## src/rtl/bus_pkg.sv

```systemverilog
// Shared encodings for the serial bus master: transaction types, beat kinds, FSM states.
// Latency: n/a (constants and pure helper functions only).
// Backpressure: n/a.
package bus_pkg;

    // CPU transaction types (mtype)
    localparam logic [1:0] MT_RDATA = 2'd0;
    localparam logic [1:0] MT_WDATA = 2'd1;
    localparam logic [1:0] MT_RCHAR = 2'd2;
    localparam logic [1:0] MT_WCHAR = 2'd3;

    // bus_ctrl beat kinds; address beats are {1'b0, byte_index}
    localparam logic [2:0] CTRL_IDLE  = 3'b000;
    localparam logic [2:0] CTRL_RDATA = 3'b100;
    localparam logic [2:0] CTRL_WDATA = 3'b101;
    localparam logic [2:0] CTRL_RCHAR = 3'b110;
    localparam logic [2:0] CTRL_WCHAR = 3'b111;

    // Handshake FSM states
    localparam logic [2:0] ST_IDLE    = 3'd0;
    localparam logic [2:0] ST_PREP    = 3'd1;
    localparam logic [2:0] ST_BEAT    = 3'd2;
    localparam logic [2:0] ST_RELEASE = 3'd3;
    localparam logic [2:0] ST_DONE    = 3'd4;

    // Beat index 0..3 selects an address byte; this value is the data beat
    localparam logic [2:0] DATA_BEAT = 3'd4;

    // Memory transactions carry address beats; char I/O does not
    function automatic logic is_mem(input logic [1:0] mt);
        return ~mt[1];
    endfunction

    // Write types drive the data beat onto the pins
    function automatic logic is_write(input logic [1:0] mt);
        return mt[0];
    endfunction

    function automatic logic [2:0] beat_ctrl(input logic [2:0] beat, input logic [1:0] mt);
        return (beat == DATA_BEAT) ? {1'b1, mt} : {1'b0, beat[1:0]};
    endfunction

endpackage

```

## src/rtl/bus_beat_seq.sv

```systemverilog
// Beat list sequencer: first/next beat index, last-beat flag, optional address-byte skip cache.
// Latency: combinational beat selection; cache updates one cycle after the write strobe.
// Backpressure: none of its own; the handshake FSM decides when to advance.
module bus_beat_seq
    import bus_pkg::*;
#(
    parameter int BUS_W = 8,
    parameter int NA    = 3
) (
    input  logic                clk_i,
    input  logic                rst_n_i,
    input  logic [NA*BUS_W-1:0] addr_i,
    input  logic                mem_i,
    input  logic [2:0]          cur_i,
    input  logic                cache_wr_i,
    input  logic                cache_clr_i,
    output logic [2:0]          first_o,
    output logic [2:0]          next_o,
    output logic                last_o
);

    logic [NA-1:0] skip;

    // Lowest unskipped address byte at or above start, else the data beat
    function automatic logic [2:0] next_from(input logic [2:0] start, input logic [NA-1:0] sk);
        logic [2:0] r;
        r = DATA_BEAT;
        for (int i = NA - 1; i >= 0; i--) begin
            if (i >= int'(start) && !sk[i]) r = 3'(i);
        end
        return r;
    endfunction

`ifdef BUSCTL_ADDR_CACHE_EN
    logic [NA*BUS_W-1:0] cache_q;
    logic [NA-1:0]       vld_q;

    // A byte may be skipped only when it is known to already sit in the slave
    always_comb begin
        skip = '0;
        for (int i = 0; i < NA; i++) begin
            skip[i] = mem_i && vld_q[i] && (cache_q[i*BUS_W +: BUS_W] == addr_i[i*BUS_W +: BUS_W]);
        end
    end

    // Record an address byte once its beat is acknowledged; forget all on timeout
    always_ff @(posedge clk_i) begin
        if (!rst_n_i) begin
            vld_q   <= '0;
            cache_q <= '0;
        end else if (cache_clr_i) begin
            vld_q <= '0;
        end else if (cache_wr_i) begin
            for (int i = 0; i < NA; i++) begin
                if (cur_i == 3'(i)) begin
                    vld_q[i]                  <= 1'b1;
                    cache_q[i*BUS_W +: BUS_W] <= addr_i[i*BUS_W +: BUS_W];
                end
            end
        end
    end
`else
    assign skip = '0;
    logic unused_cache;
    assign unused_cache = ^{clk_i, rst_n_i, addr_i, cache_wr_i, cache_clr_i};
`endif

    assign first_o = mem_i ? next_from(3'd0, skip) : DATA_BEAT;
    assign next_o  = next_from(cur_i + 3'd1, skip);
    assign last_o  = (cur_i == DATA_BEAT);

endmodule

```

## src/rtl/bus_ser_master.sv

```systemverilog
// Serialises a CPU request into address beats plus one data beat over a four-phase rdy/ack bus; BUSCTL_ADDR_CACHE_EN skips unchanged address bytes.
// Latency: 2 + 2*beats cycles from mreq edge to mdone with a 1-cycle slave.
// Backpressure: each beat waits for ack high then low; a wait longer than TIMEOUT cycles aborts with merr.
module bus_ser_master
    import bus_pkg::*;
#(
    parameter int BUS_W   = 8,
    parameter int ADDR_W  = 24,
    parameter int TIMEOUT = 255
) (
    input  logic              clk,
    input  logic              rst_n,
    input  logic [ADDR_W-1:0] addr,
    input  logic [BUS_W-1:0]  wdata,
    input  logic [1:0]        mtype,
    input  logic              mreq,
    output logic              mdone,
    output logic              merr,
    output logic [BUS_W-1:0]  rdata,
    output logic [BUS_W-1:0]  bus_out,
    output logic              bus_oe,
    input  logic [BUS_W-1:0]  bus_in,
    output logic              rdy,
    input  logic              ack,
    output logic [2:0]        bus_ctrl
);

    localparam int NA = ADDR_W / BUS_W;
    localparam int CW = (TIMEOUT > 0) ? $clog2(TIMEOUT + 1) : 1;

    logic [2:0]        state_q, state_d;
    logic              mreq_dly_q;
    logic [ADDR_W-1:0] addr_q, addr_d;
    logic [BUS_W-1:0]  wdata_q, wdata_d;
    logic [1:0]        mtype_q, mtype_d;
    logic [2:0]        beat_q, beat_d;
    logic              rdy_q, rdy_d, oe_q, oe_d, mdone_q, mdone_d, merr_q, merr_d;
    logic [BUS_W-1:0]  out_q, out_d, rdata_q, rdata_d;
    logic [2:0]        ctrl_q, ctrl_d;
    logic [CW-1:0]     cnt_q, cnt_d, cnt_inc;

    logic [2:0]       first_beat, next_beat, load_beat, load_ctrl;
    logic             last_beat, load_oe, rise, wait_tmo, cache_wr, cache_clr, go_beat, abort;
    logic [BUS_W-1:0] load_out;

    function automatic logic [BUS_W-1:0] addr_byte(input logic [ADDR_W-1:0] a, input logic [2:0] idx);
        logic [BUS_W-1:0] r;
        r = '0;
        for (int i = 0; i < NA; i++) begin
            if (idx == 3'(i)) r = a[i*BUS_W +: BUS_W];
        end
        return r;
    endfunction

    bus_beat_seq #(.BUS_W(BUS_W), .NA(NA)) u_seq (
        .clk_i       (clk),
        .rst_n_i     (rst_n),
        .addr_i      (addr_q),
        .mem_i       (is_mem(mtype_q)),
        .cur_i       (beat_q),
        .cache_wr_i  (cache_wr),
        .cache_clr_i (cache_clr),
        .first_o     (first_beat),
        .next_o      (next_beat),
        .last_o      (last_beat)
    );

    assign rise      = mreq & ~mreq_dly_q;
    assign wait_tmo  = (TIMEOUT > 0) && (int'(cnt_q) == TIMEOUT - 1);
    assign cnt_inc   = (int'(cnt_q) < TIMEOUT) ? cnt_q + CW'(1) : cnt_q;
    assign load_beat = (state_q == ST_PREP) ? first_beat : next_beat;
    assign load_ctrl = beat_ctrl(load_beat, mtype_q);
    assign load_oe   = (load_beat != DATA_BEAT) || is_write(mtype_q);
    assign load_out  = (load_beat != DATA_BEAT) ? addr_byte(addr_q, load_beat)
                     : (is_write(mtype_q) ? wdata_q : '0);

    // Handshake FSM: next state, beat loading and timeout abort
    always_comb begin
        state_d   = state_q;
        addr_d    = addr_q;
        wdata_d   = wdata_q;
        mtype_d   = mtype_q;
        beat_d    = beat_q;
        rdy_d     = rdy_q;
        oe_d      = oe_q;
        out_d     = out_q;
        ctrl_d    = ctrl_q;
        mdone_d   = mdone_q;
        merr_d    = merr_q;
        rdata_d   = rdata_q;
        cnt_d     = cnt_q;
        cache_wr  = 1'b0;
        cache_clr = 1'b0;
        go_beat   = 1'b0;
        abort     = 1'b0;
        case (state_q)
            ST_IDLE: begin
                if (rise) begin
                    addr_d  = addr;
                    wdata_d = wdata;
                    mtype_d = mtype;
                    cnt_d   = '0;
                    state_d = ST_PREP;
                end
            end
            ST_PREP: begin
                if (!ack)          go_beat = 1'b1;
                else if (wait_tmo) abort   = 1'b1;
                else               cnt_d   = cnt_inc;
            end
            ST_BEAT: begin
                if (ack) begin
                    rdy_d = 1'b0;
                    oe_d  = 1'b0;
                    if (beat_q == DATA_BEAT && !is_write(mtype_q)) rdata_d = bus_in;
                    cache_wr = (beat_q != DATA_BEAT);
                    cnt_d    = '0;
                    state_d  = ST_RELEASE;
                end else if (wait_tmo) begin
                    abort = 1'b1;
                end else begin
                    cnt_d = cnt_inc;
                end
            end
            ST_RELEASE: begin
                if (!ack) begin
                    if (last_beat) begin
                        mdone_d = 1'b1;
                        ctrl_d  = CTRL_IDLE;
                        state_d = ST_DONE;
                    end else begin
                        go_beat = 1'b1;
                    end
                end else if (wait_tmo) begin
                    abort = 1'b1;
                end else begin
                    cnt_d = cnt_inc;
                end
            end
            ST_DONE: begin
                if (!mreq) begin
                    mdone_d = 1'b0;
                    merr_d  = 1'b0;
                    state_d = ST_IDLE;
                end
            end
            default: state_d = ST_IDLE;
        endcase
        if (go_beat) begin
            beat_d  = load_beat;
            rdy_d   = 1'b1;
            oe_d    = load_oe;
            out_d   = load_out;
            ctrl_d  = load_ctrl;
            cnt_d   = '0;
            state_d = ST_BEAT;
        end
        if (abort) begin
            rdy_d     = 1'b0;
            oe_d      = 1'b0;
            ctrl_d    = CTRL_IDLE;
            mdone_d   = 1'b1;
            merr_d    = 1'b1;
            cache_clr = 1'b1;
            state_d   = ST_DONE;
        end
    end

    // State and output registers with synchronous active-low reset
    always_ff @(posedge clk) begin
        if (!rst_n) begin
            state_q    <= ST_IDLE;
            mreq_dly_q <= 1'b0;
            addr_q     <= '0;
            wdata_q    <= '0;
            mtype_q    <= '0;
            beat_q     <= '0;
            rdy_q      <= 1'b0;
            oe_q       <= 1'b0;
            out_q      <= '0;
            ctrl_q     <= CTRL_IDLE;
            mdone_q    <= 1'b0;
            merr_q     <= 1'b0;
            rdata_q    <= '0;
            cnt_q      <= '0;
        end else begin
            state_q    <= state_d;
            mreq_dly_q <= mreq;
            addr_q     <= addr_d;
            wdata_q    <= wdata_d;
            mtype_q    <= mtype_d;
            beat_q     <= beat_d;
            rdy_q      <= rdy_d;
            oe_q       <= oe_d;
            out_q      <= out_d;
            ctrl_q     <= ctrl_d;
            mdone_q    <= mdone_d;
            merr_q     <= merr_d;
            rdata_q    <= rdata_d;
            cnt_q      <= cnt_d;
        end
    end

    assign rdy      = rdy_q;
    assign bus_oe   = oe_q;
    assign bus_out  = out_q;
    assign bus_ctrl = ctrl_q;
    assign mdone    = mdone_q;
    assign merr     = merr_q;
    assign rdata    = rdata_q;

endmodule

```

## config.mk

```make
export PLATFORM = sky130hd
export DESIGN_NAME = bus_ser_master
export DESIGN_NICKNAME = d
export VERILOG_FILES = /design/src/rtl/bus_pkg.sv /design/src/rtl/bus_beat_seq.sv /design/src/rtl/bus_ser_master.sv
export SDC_FILE = /design/constraint.sdc
export NUM_CORES = 1
export LEC_CHECK = 0
export ABC_AREA = 1
export ABC_CLOCK_PERIOD_IN_PS = 2700
export CAP_MARGIN = 20
export CORE_MARGIN = 5
export CORE_UTILIZATION = 63
export DETAILED_ROUTE_END_ITERATION = 8
export DONT_BUFFER_PORTS = 1
export PLACE_DENSITY = 0.84
export SYNTH_ARGS = -nofsm -noshare
export SYNTH_HDL_FRONTEND = slang
export SYNTH_SLANG_ARGS = --single-unit
```

## constraint.sdc

```tcl
create_clock -name clk -period 2.7 [get_ports clk]
set_clock_uncertainty 0.15 [all_clocks]
set_input_delay 0.675 -clock clk [delete_from_list [all_inputs] [get_ports clk]]
set_output_delay 0.675 -clock clk [all_outputs]
set_load 0.01 [all_outputs]
```

==> results by stage, run 1 <==
Outcome:
- The run finished with clean final reports.

Setup path:
- In this design, the stage delay of the slowest critical-path cell is 410 ps.
- The highest fanout seen on the critical path is 10.
- The startpoint identified for the worst register-to-register timing path is beat_q[0].
- STA classifies the critical path endpoint as a register.
- The data arrival time of the worst path is 2220 ps.
- The critical path startpoint is beat_q[0].
- The sort of element at the start of the critical path is a register.
- The required time at the endpoint of the critical path is 2780 ps.
- The classification of the worst setup path is register to register.
- The highest-delay cell along the critical path is sky130_fd_sc_hd__dfxtp_1.
- The critical path's most frequent cell is sky130_fd_sc_hd__nand2_1.
- Walking the worst path, the cells encountered are inv_1 -> ha_1 -> nand2_1 -> nand3_1 -> nand2_1 -> nor2_4 -> nor2_8 -> nor2_8 -> nand2_1 -> nand2_1 -> nor2_1 -> nor2_1.

Floorplan:
- The overall die height is 82.2 microns.
- For this design the top-level I/O count stands at 69.
- The floorplan step defined a die boundary enclosing 6760 sq um.
- The floorplan step defined a core boundary enclosing 5070 sq um.
- Row generation in the floorplan step produced 26 rows.
- The horizontal extent of the die is 82.2 microns.
- The effective utilization at floorplan is 0.647.

Timing:
- On the final layout, the worst hold slack is 282 ps.
- Summed over all failing endpoints, the final setup total negative slack is 0 ps.
- The final max-slew violation count was 0.
- The count of endpoints failing hold in the final timing report is 0.
- The maximum clock frequency is 468 MHz.
- Counting I/O delays and the setup requirement, the final critical path takes 2140 ps.
- The setup-violating endpoint count in the final report is 0.
- At the pin with the least slew margin, the transition time is 541 ps.
- The max-slew headroom at the worst pin is 0.639.
- Setup repair after global routing left no endpoint under its margin.
- In the finished design, the share of the clock period the worst path needs comes to 0.792.

Synth:
- In the synthesized netlist the async set-or-reset flop fraction comes to 0.
- The post-synth net total is 512.
- The synthesized netlist contains 36 unique library cells.
- Counting instances in the post-synthesis netlist gives the leading cell types as sky130_fd_sc_hd__nor2_1, sky130_fd_sc_hd__nand2_1, sky130_fd_sc_hd__dfxtp_1, sky130_fd_sc_hd__o21ai_0, sky130_fd_sc_hd__inv_1.
- In the synthesized netlist, the number of instances is 460.
- The most used flip-flop cell after synthesis is sky130_fd_sc_hd__dfxtp_1.
- Of the post-synthesis cell area, the dominant cell type holds 0.439.
- In this run, synthesis produced a sequential element count of 72.
- The Yosys warning count is 0.
- The summed instance area of the synthesized netlist is 3280 sq um.
- The synthesized area per cell is 7.14 sq um.
- The sequential-to-total area share from yosys stat is 0.439.
- Counting flops with a built-in enable in the synthesized netlist gives 0.
- The dominant cell type by area after synthesis is sky130_fd_sc_hd__dfxtp_1.
- By instance count, the leading cell after synthesis is sky130_fd_sc_hd__nor2_1.
- Sorting the synthesized cells by area gives the leading types as sky130_fd_sc_hd__dfxtp_1, sky130_fd_sc_hd__nor2_1, sky130_fd_sc_hd__nand2_1.

Job:
- The tool flagged a number of max-cap violations equal to 0.

Global route:
- The sum of overflow across all layers after global routing is 0.
- The maximum number of pins on one net before global-route repair is 56.
- The first global-routing pass estimated 12500 microns of wire.
- The number of antenna violations at the first check in global routing is 0.
- For this run, the total global-route usage over all layers was measured as 0.241.
- The via count of the first global-routing pass came to 2762.

Hold path:
- The classification of the worst-slack hold path is primary input to register.
- The startpoint identified for the worst hold timing path is rst_n.

Finish:
- The area growth from synthesis to layout is 7.43%.
- The share of layout cells above drive strength 1 is 0.0972.
- The area used by sequential logic in the layout is 1440 sq um.
- The final net count is 510.
- In the final layout, the multi-input gates occupy 1660 sq um.
- The repair_antennas step left the layout with diodes totalling 0.
- The filler cells instantiated in the layout total 446.

Pwr:
- Total power for the finished layout comes to 0.00317 W.
- The power per unit of standard cell area is 898 nW/um^2.
- The static leakage power is 1.52 nW.
- The largest vdd supply drop is 0.556 mV.

Clock network:
- The buffer depth of the longest clock path is 2.
- The clock-pin slew on the worst setup and hold paths is 80 ps.
- TritonCTS built the clock tree.
- The number of buffers inserted during clock tree synthesis is 9.
- The number of sinks driven by the clock tree is 72.
- Post-CTS timing repair inserted 0 buffers for setup.
- The count of instances resized after the clock tree is built is 0.
- Clock tree synthesis selected as its root buffer the cell sky130_fd_sc_hd__clkbuf_8.
- In this run the number of H-tree levels came out at 3.
- The clock latency at the later pin of the worst-skew pair is 350 ps.
- The number of hold-repair buffers added at the cts stage is 0.

Drt:
- The wire length after detailed routing is 7460 microns.
- In the routed layout, each cell is associated on average with a via count of 5.46.
- In the final routed layout, each cell accounts on average for 14.0 microns.
- The number of optimization iterations in the first detailed-route pass is 4.
- After the first detailed-routing iteration, the DRC count stood at 208.
- The post-detailed-route count of antenna-violating nets is 0.
- For this run, design rule violations remaining after detail routing come to 0.
- The number of vias after detailed routing is 2911.

Placed design:
- The count of port buffers added during placement is 0.
- Detailed placement finished with a half-perimeter wire length of 5220 microns.
- The final weighted congestion of routability-driven global placement is 0.888.
-- cells in the final DEF (no fill, tap or decap), drive strengths merged, types with 2 or more instances in the layout --
| master | count |
|---|---|
| o22ai | 2 |
| a21oi | 19 |
| dfxtp | 72 |
| o21ai | 62 |
| nand3 | 27 |
| ha | 6 |
| nor2 | 110 |
| clkbuf | 9 |
| xor2 | 3 |
| clkinvlp | 3 |
| nor3 | 9 |
| inv | 38 |
| nand2 | 90 |
| a211oi | 2 |
| nand4 | 2 |
-- power by group --
group,switching [W],leakage (nW),internal (W)
registers,0.000170,0.589,0.00127
logic,0.000586,0.841,0.000268
clock network,0.000439,0.0929,0.000436
-- per-layer routing --
layer  global-route usage  wire, microns  vias to the layer above
met5                    0              0                        -
met4               0.0897             87                        0
met3               0.0781            470                        7
met2                0.393           3640                       61
met1                0.295           3260                     1352
li1                     -              -                     1491
-- worst max-delay path: cells and delay by family, from the launching register on --
family,cells,cell delay [ps]
fa+ha+maj,1,330
flops,1,410
simple gates,10,1050
buf+inv,1,100
-- worst paths after layout --
check / to / slack (ps) / depth (start not counted)
hold reg to reg: mtype_q[1] / 340 / 2
setup / recovery: bus_out[5] / 560 / 12
hold / removal: mreq_dly_q / 280 / 2
setup reg to reg: bus_out[5] / 560 / 12
-- registers in the layout (all words and copies together) (netlist names), 2 cells and up --
signal / flops
wdata_q: 8
beat_q: 3
cnt_q: 8
bus_out: 8
mtype_q: 2
bus_ctrl: 3
addr_q: 24
state_q: 3
rdata: 8
-- through the flow --
stage / instance area, sq um / util / worst slack [ps] / std cells
2_1_floorplan: 3280 / - / 836 / 460
4_1_cts: 3530 / 0.695 / 569 / 533
3_3_place_gp: 3330 / 0.655 / 692 / 517
3_5_place_dp: 3330 / 0.655 / 619 / 517
5_1_grt: 3530 / 0.695 / 383 / 533
6_report: 3530 / 0.695 / 561 / 533
-- cell families (layout without fill, tap and decap cells) --
logic type      after synthesis  after routing  share of synthesized area
xor+xnor                      4              4                     0.0107
buf+inv                      49             52                     0.0564
simple gates                240            240                      0.322
fa+ha+maj                     6              6                     0.0229
flops                        72             72                      0.439
compound gates               89             89                      0.149
-- cell type report --
| cell class | count | area share |
|---|---|---|
| clock buffer | 9 | 0.0351 |
| clock inverter | 7 | 0.0223 |
| inverter | 35 | 0.0372 |
| multi-input combinational | 339 | 0.470 |
| sequential | 72 | 0.409 |
| tap | 70 | 0.0248 |
| timing repair buffer | 1 | 0.00213 |
Note: power is estimated with default switching activity, not from simulation.
==> inputs of run 2 (changes only) <==
--- a/config.mk
+++ b/config.mk
@@ -6,7 +6,7 @@
 export NUM_CORES = 1
 export LEC_CHECK = 0
 export ABC_AREA = 1
-export ABC_CLOCK_PERIOD_IN_PS = 2700
+export ABC_CLOCK_PERIOD_IN_PS = 2200
 export CAP_MARGIN = 20
 export CORE_MARGIN = 5
 export CORE_UTILIZATION = 63
==> constraint.sdc (replaced) <==
create_clock -name clk -period 2.2 [get_ports clk]
set_clock_uncertainty 0.15 [all_clocks]
set_input_delay 0.55 -clock clk [delete_from_list [all_inputs] [get_ports clk]]
set_output_delay 0.55 -clock clk [all_outputs]
set_load 0.01 [all_outputs]
==> run 2 against run 1 <==
  * Combinational power is 25% higher
  * Largest cell class unchanged
  * Highest routed layer unchanged
  * Critical path type unchanged
  * Worst hold slack lost 120 ps
  * Clock-buffer cell count grew 4
  * Critical endpoint is now bus_out[7]
  * Cell area increased by 0.50%
==> results by stage, run 2 (synthesis gave the netlist of run 1 again) <==
Finish:
- The final design instance area without fill is 3550 sq um (+0.50%).
- The final net count came to 511 (+0.20%).
- The layout-stage area growth over the synthesis result is 7.96%.
- The final antenna diode count came to 0 (unchanged).
- More flip-flops sit in one register than any other, and that register is addr_q.
- In the layout the commonest cells are sky130_fd_sc_hd__nor2_1, sky130_fd_sc_hd__nand2_1, sky130_fd_sc_hd__dfxtp_1.
- Leaving out fill and tap cells, the most frequent cell in the layout is sky130_fd_sc_hd__nor2_1.
- The share of layout cells above drive strength 1 was 0.101 (+0.00410).
- The flip-flop count of the largest register, all copies and words added is 24 (unchanged).

Timing:
- The final hold slack was 158 ps (-125 ps).
- Setup repair after global routing left no endpoint under its margin.
- The fraction of the cycle the final worst path needs is 0.947 (+0.154).
- The shortest clock period the worst path allows after layout came to 2080 ps (-56.4 ps).
- The setup-violating endpoint count in the final report was 0 (unchanged).
- The maximum clock frequency is 480 MHz (+2.7%).
- The count of endpoints failing hold in the final timing report is 0 (unchanged).
- The final max-slew violation count is 0 (unchanged).
- The slew of the pin with the lowest slew margin came to 564 ps (+22.3 ps).
- The max-slew headroom at the worst pin was 0.624 (-0.0149).
- The setup TNS after final layout was 0 ps (unchanged).

Drt:
- The number of optimization iterations in the first detailed-route pass is 5 (+1).
- The detailed-route DRC error count is 0 (unchanged).
- The number of design-rule violations left by the first detailed-router iteration is 246 (+18%).
- The average wire per cell in the routed design is 14.3 microns (+1.8%).
- The post-detailed-route count of antenna-violating nets is 0 (unchanged).
- The wire length after detailed routing came to 7610 microns (+2.0%).
- The post-detailed-route via-to-cell ratio is 5.58 (+2.1%).
- The number of vias after detailed routing is 2979 (+2.3%).

Global route:
- The via count of the first global-routing pass is 2760 (-0.072%).
- The overall routing resource usage is 0.236 (-0.00531).
- The maximum number of pins on one net before global-route repair is 56 (unchanged).
- The sum of overflow across all layers after global routing was 0 (unchanged).
- The global-route wire length before repair is 12200 microns (-1.9%).
- The number of antenna violations at the first check in global routing is 0 (unchanged).

Setup path:
- The required time at the endpoint of the critical path is 2340 ps (-440 ps).
- The data arrival time of the worst path is 2220 ps (about the same).
- In this run the critical register-to-register path is launched from beat_q[1].
- The highest fanout seen on the critical path is 10 (unchanged).
- The worst-case register-to-register setup slack came to 120 ps (-440 ps).
- The critical path capture point type is a register.
- The sort of element at the start of the critical path is a register.
- The number of cells on the worst reg-to-reg path is 12 (unchanged).
- The capture point of the worst reg-to-reg path is bus_out[7].
- The critical path startpoint is beat_q[1].
- The destination of the critical timing path is bus_out[7].
- The critical path in this run is classified as register to register.

Pwr:
- The clock network fraction of design power is 0.270 (-0.006).
- The static leakage power is 1.55 nW (+1.6%).
- The net switching share of the total power came to 0.363 (-0.0140).
- The internal power came to 0.00248 W (+26%).
- The largest vdd supply drop is 0.767 mV (+38%).
- The sequential group share of total power was 0.456 (+0.002).
- The net switching component of the power is 0.00141 W (+18%).
- The share of power burned in combinational logic was 0.274 (+0.004).
- The power per unit of standard cell area came to 1100 nW/um^2 (+22%).

Floorplan:
- The number of top-level design ports was 69 (unchanged).
- The floorplan row count is 26 (unchanged).
- The effective utilization at floorplan was 0.647 (unchanged).
- The area of the die is 6760 sq um (unchanged).
- The area of the core came to 5070 sq um (unchanged).
- The horizontal extent of the die is 82.2 microns (unchanged).
- The overall die height was 82.2 microns (unchanged).

Clock network:
- The count of buffers added by post-CTS timing repair for setup is 0 (unchanged).
- The number of buffers inserted during clock tree synthesis is 9 (unchanged).
- The buffer depth of the longest clock path is 2 (unchanged).
- The CTS tree is yes.
- The maximum level of the CTS H-tree is 3 (unchanged).
- The clock latency at the later pin of the worst-skew pair was 340 ps (about the same).
- The tree is rooted in a sky130_fd_sc_hd__clkbuf_8.
- The number of sinks driven by the clock tree came to 72 (unchanged).
- The clock-pin slew on the worst setup and hold paths was 70 ps (about the same).

Job:
- The reported max-cap violation count is 0 (unchanged).

Hold path:
- In this run the worst hold path is classified as primary input to register.

Placed design:
- The HPWL after detailed placement is 5360 microns (+2.7%).
- The placed instance area was 3330 sq um (+0.23%).
- The count of port buffers added during placement is 0 (unchanged).
- The final weighted congestion of routability-driven global placement is 0.911 (+2.5%).

Outcome:
- The flow ran to the end, and the final reports show no timing, DRC or antenna violations.
run 2: cell types whose count changed in the layout (fill, tap and decap cells not counted), moves of 2 or more:
cell and change:
sky130_fd_sc_hd__clkbuf_1 +2, sky130_fd_sc_hd__clkbuf_8 +2, sky130_fd_sc_hd__clkinv_2 +2, sky130_fd_sc_hd__clkinvlp_4 -3, sky130_fd_sc_hd__inv_6 -3
run 2: timing repair:
action | CTS | global route
gates resized for setup | 0 | 4
hold buffers | 0 | 0
setup endpoints to repair | 0 | 10
run 2: how the worst min path moves through the flow:
stage | end | cells past startpoint | start | slack [ps]
after floorplan | mtype_q[1] | 2 | mtype_q[1] | 310
after global placement | mtype_q[1] | 2 | mtype_q[1] | 330
after detailed placement | mtype_q[1] | 2 | mtype_q[1] | 330
after CTS | mreq_dly_q | 2 | rst_n | 150
after global routing | mreq_dly_q | 2 | rst_n | 160
final | mreq_dly_q | 2 | rst_n | 160
run 2: layout make-up:
type                    count  area [sq um]
clock buffers              13           159
fillers                   440          1530
clock inverters             3          40.0
flip-flops and latches     72          1440
multi-input cells         339          1670
repair buffers              2          15.0
well taps                  70          87.6
inverters                  35           131
run 2: per-layer routing:
layer | vias up | routed length, microns | GRT usage
li1 | 1496 | - | -
met1 | 1370 | 3300 | 0.288
met2 | 100 | 3680 | 0.379
met3 | 13 | 511 | 0.0738
met4 | 0 | 128 | 0.103
met5 | - | 0 | 0
run 2: power by group through the flow:
stage | Sequential, W | Combinational [W] | Clock, W
floorplan | 0.00173 | 0.000867 | 0
global placement | 0.00179 | 0.00100 | 0
detailed placement | 0.00180 | 0.00104 | 0
CTS | 0.00177 | 0.00105 | 0.00106
global route | 0.00180 | 0.00121 | 0.00112
finish | 0.00177 | 0.00107 | 0.00105
run 2: metrics by stage:
stage / instances / utilization / power, W / setup slack [ps]
after floorplan: 460 / - / 0.00260 / 342
after global placement: 518 / 0.657 / 0.00279 / 215
after detailed placement: 518 / 0.657 / 0.00284 / 115
after CTS: 534 / 0.696 / 0.00389 / 59.7
after global routing: 534 / 0.699 / 0.00413 / 11.4
final: 534 / 0.699 / 0.00389 / 118
run 2: worst max-delay path: stages, from the launching register on:
cell and delay (ps):
sky130_fd_sc_hd__dfxtp_1 360, sky130_fd_sc_hd__inv_1 90, sky130_fd_sc_hd__ha_1 320, sky130_fd_sc_hd__inv_1 50
sky130_fd_sc_hd__nand2_1 60, sky130_fd_sc_hd__nand2_1 50, sky130_fd_sc_hd__nand2_1 100, sky130_fd_sc_hd__nand2_4 100
sky130_fd_sc_hd__nor2_2 340, sky130_fd_sc_hd__a21oi_1 120, sky130_fd_sc_hd__nand2_1 90, sky130_fd_sc_hd__nand2_1 60
sky130_fd_sc_hd__a21oi_2 120
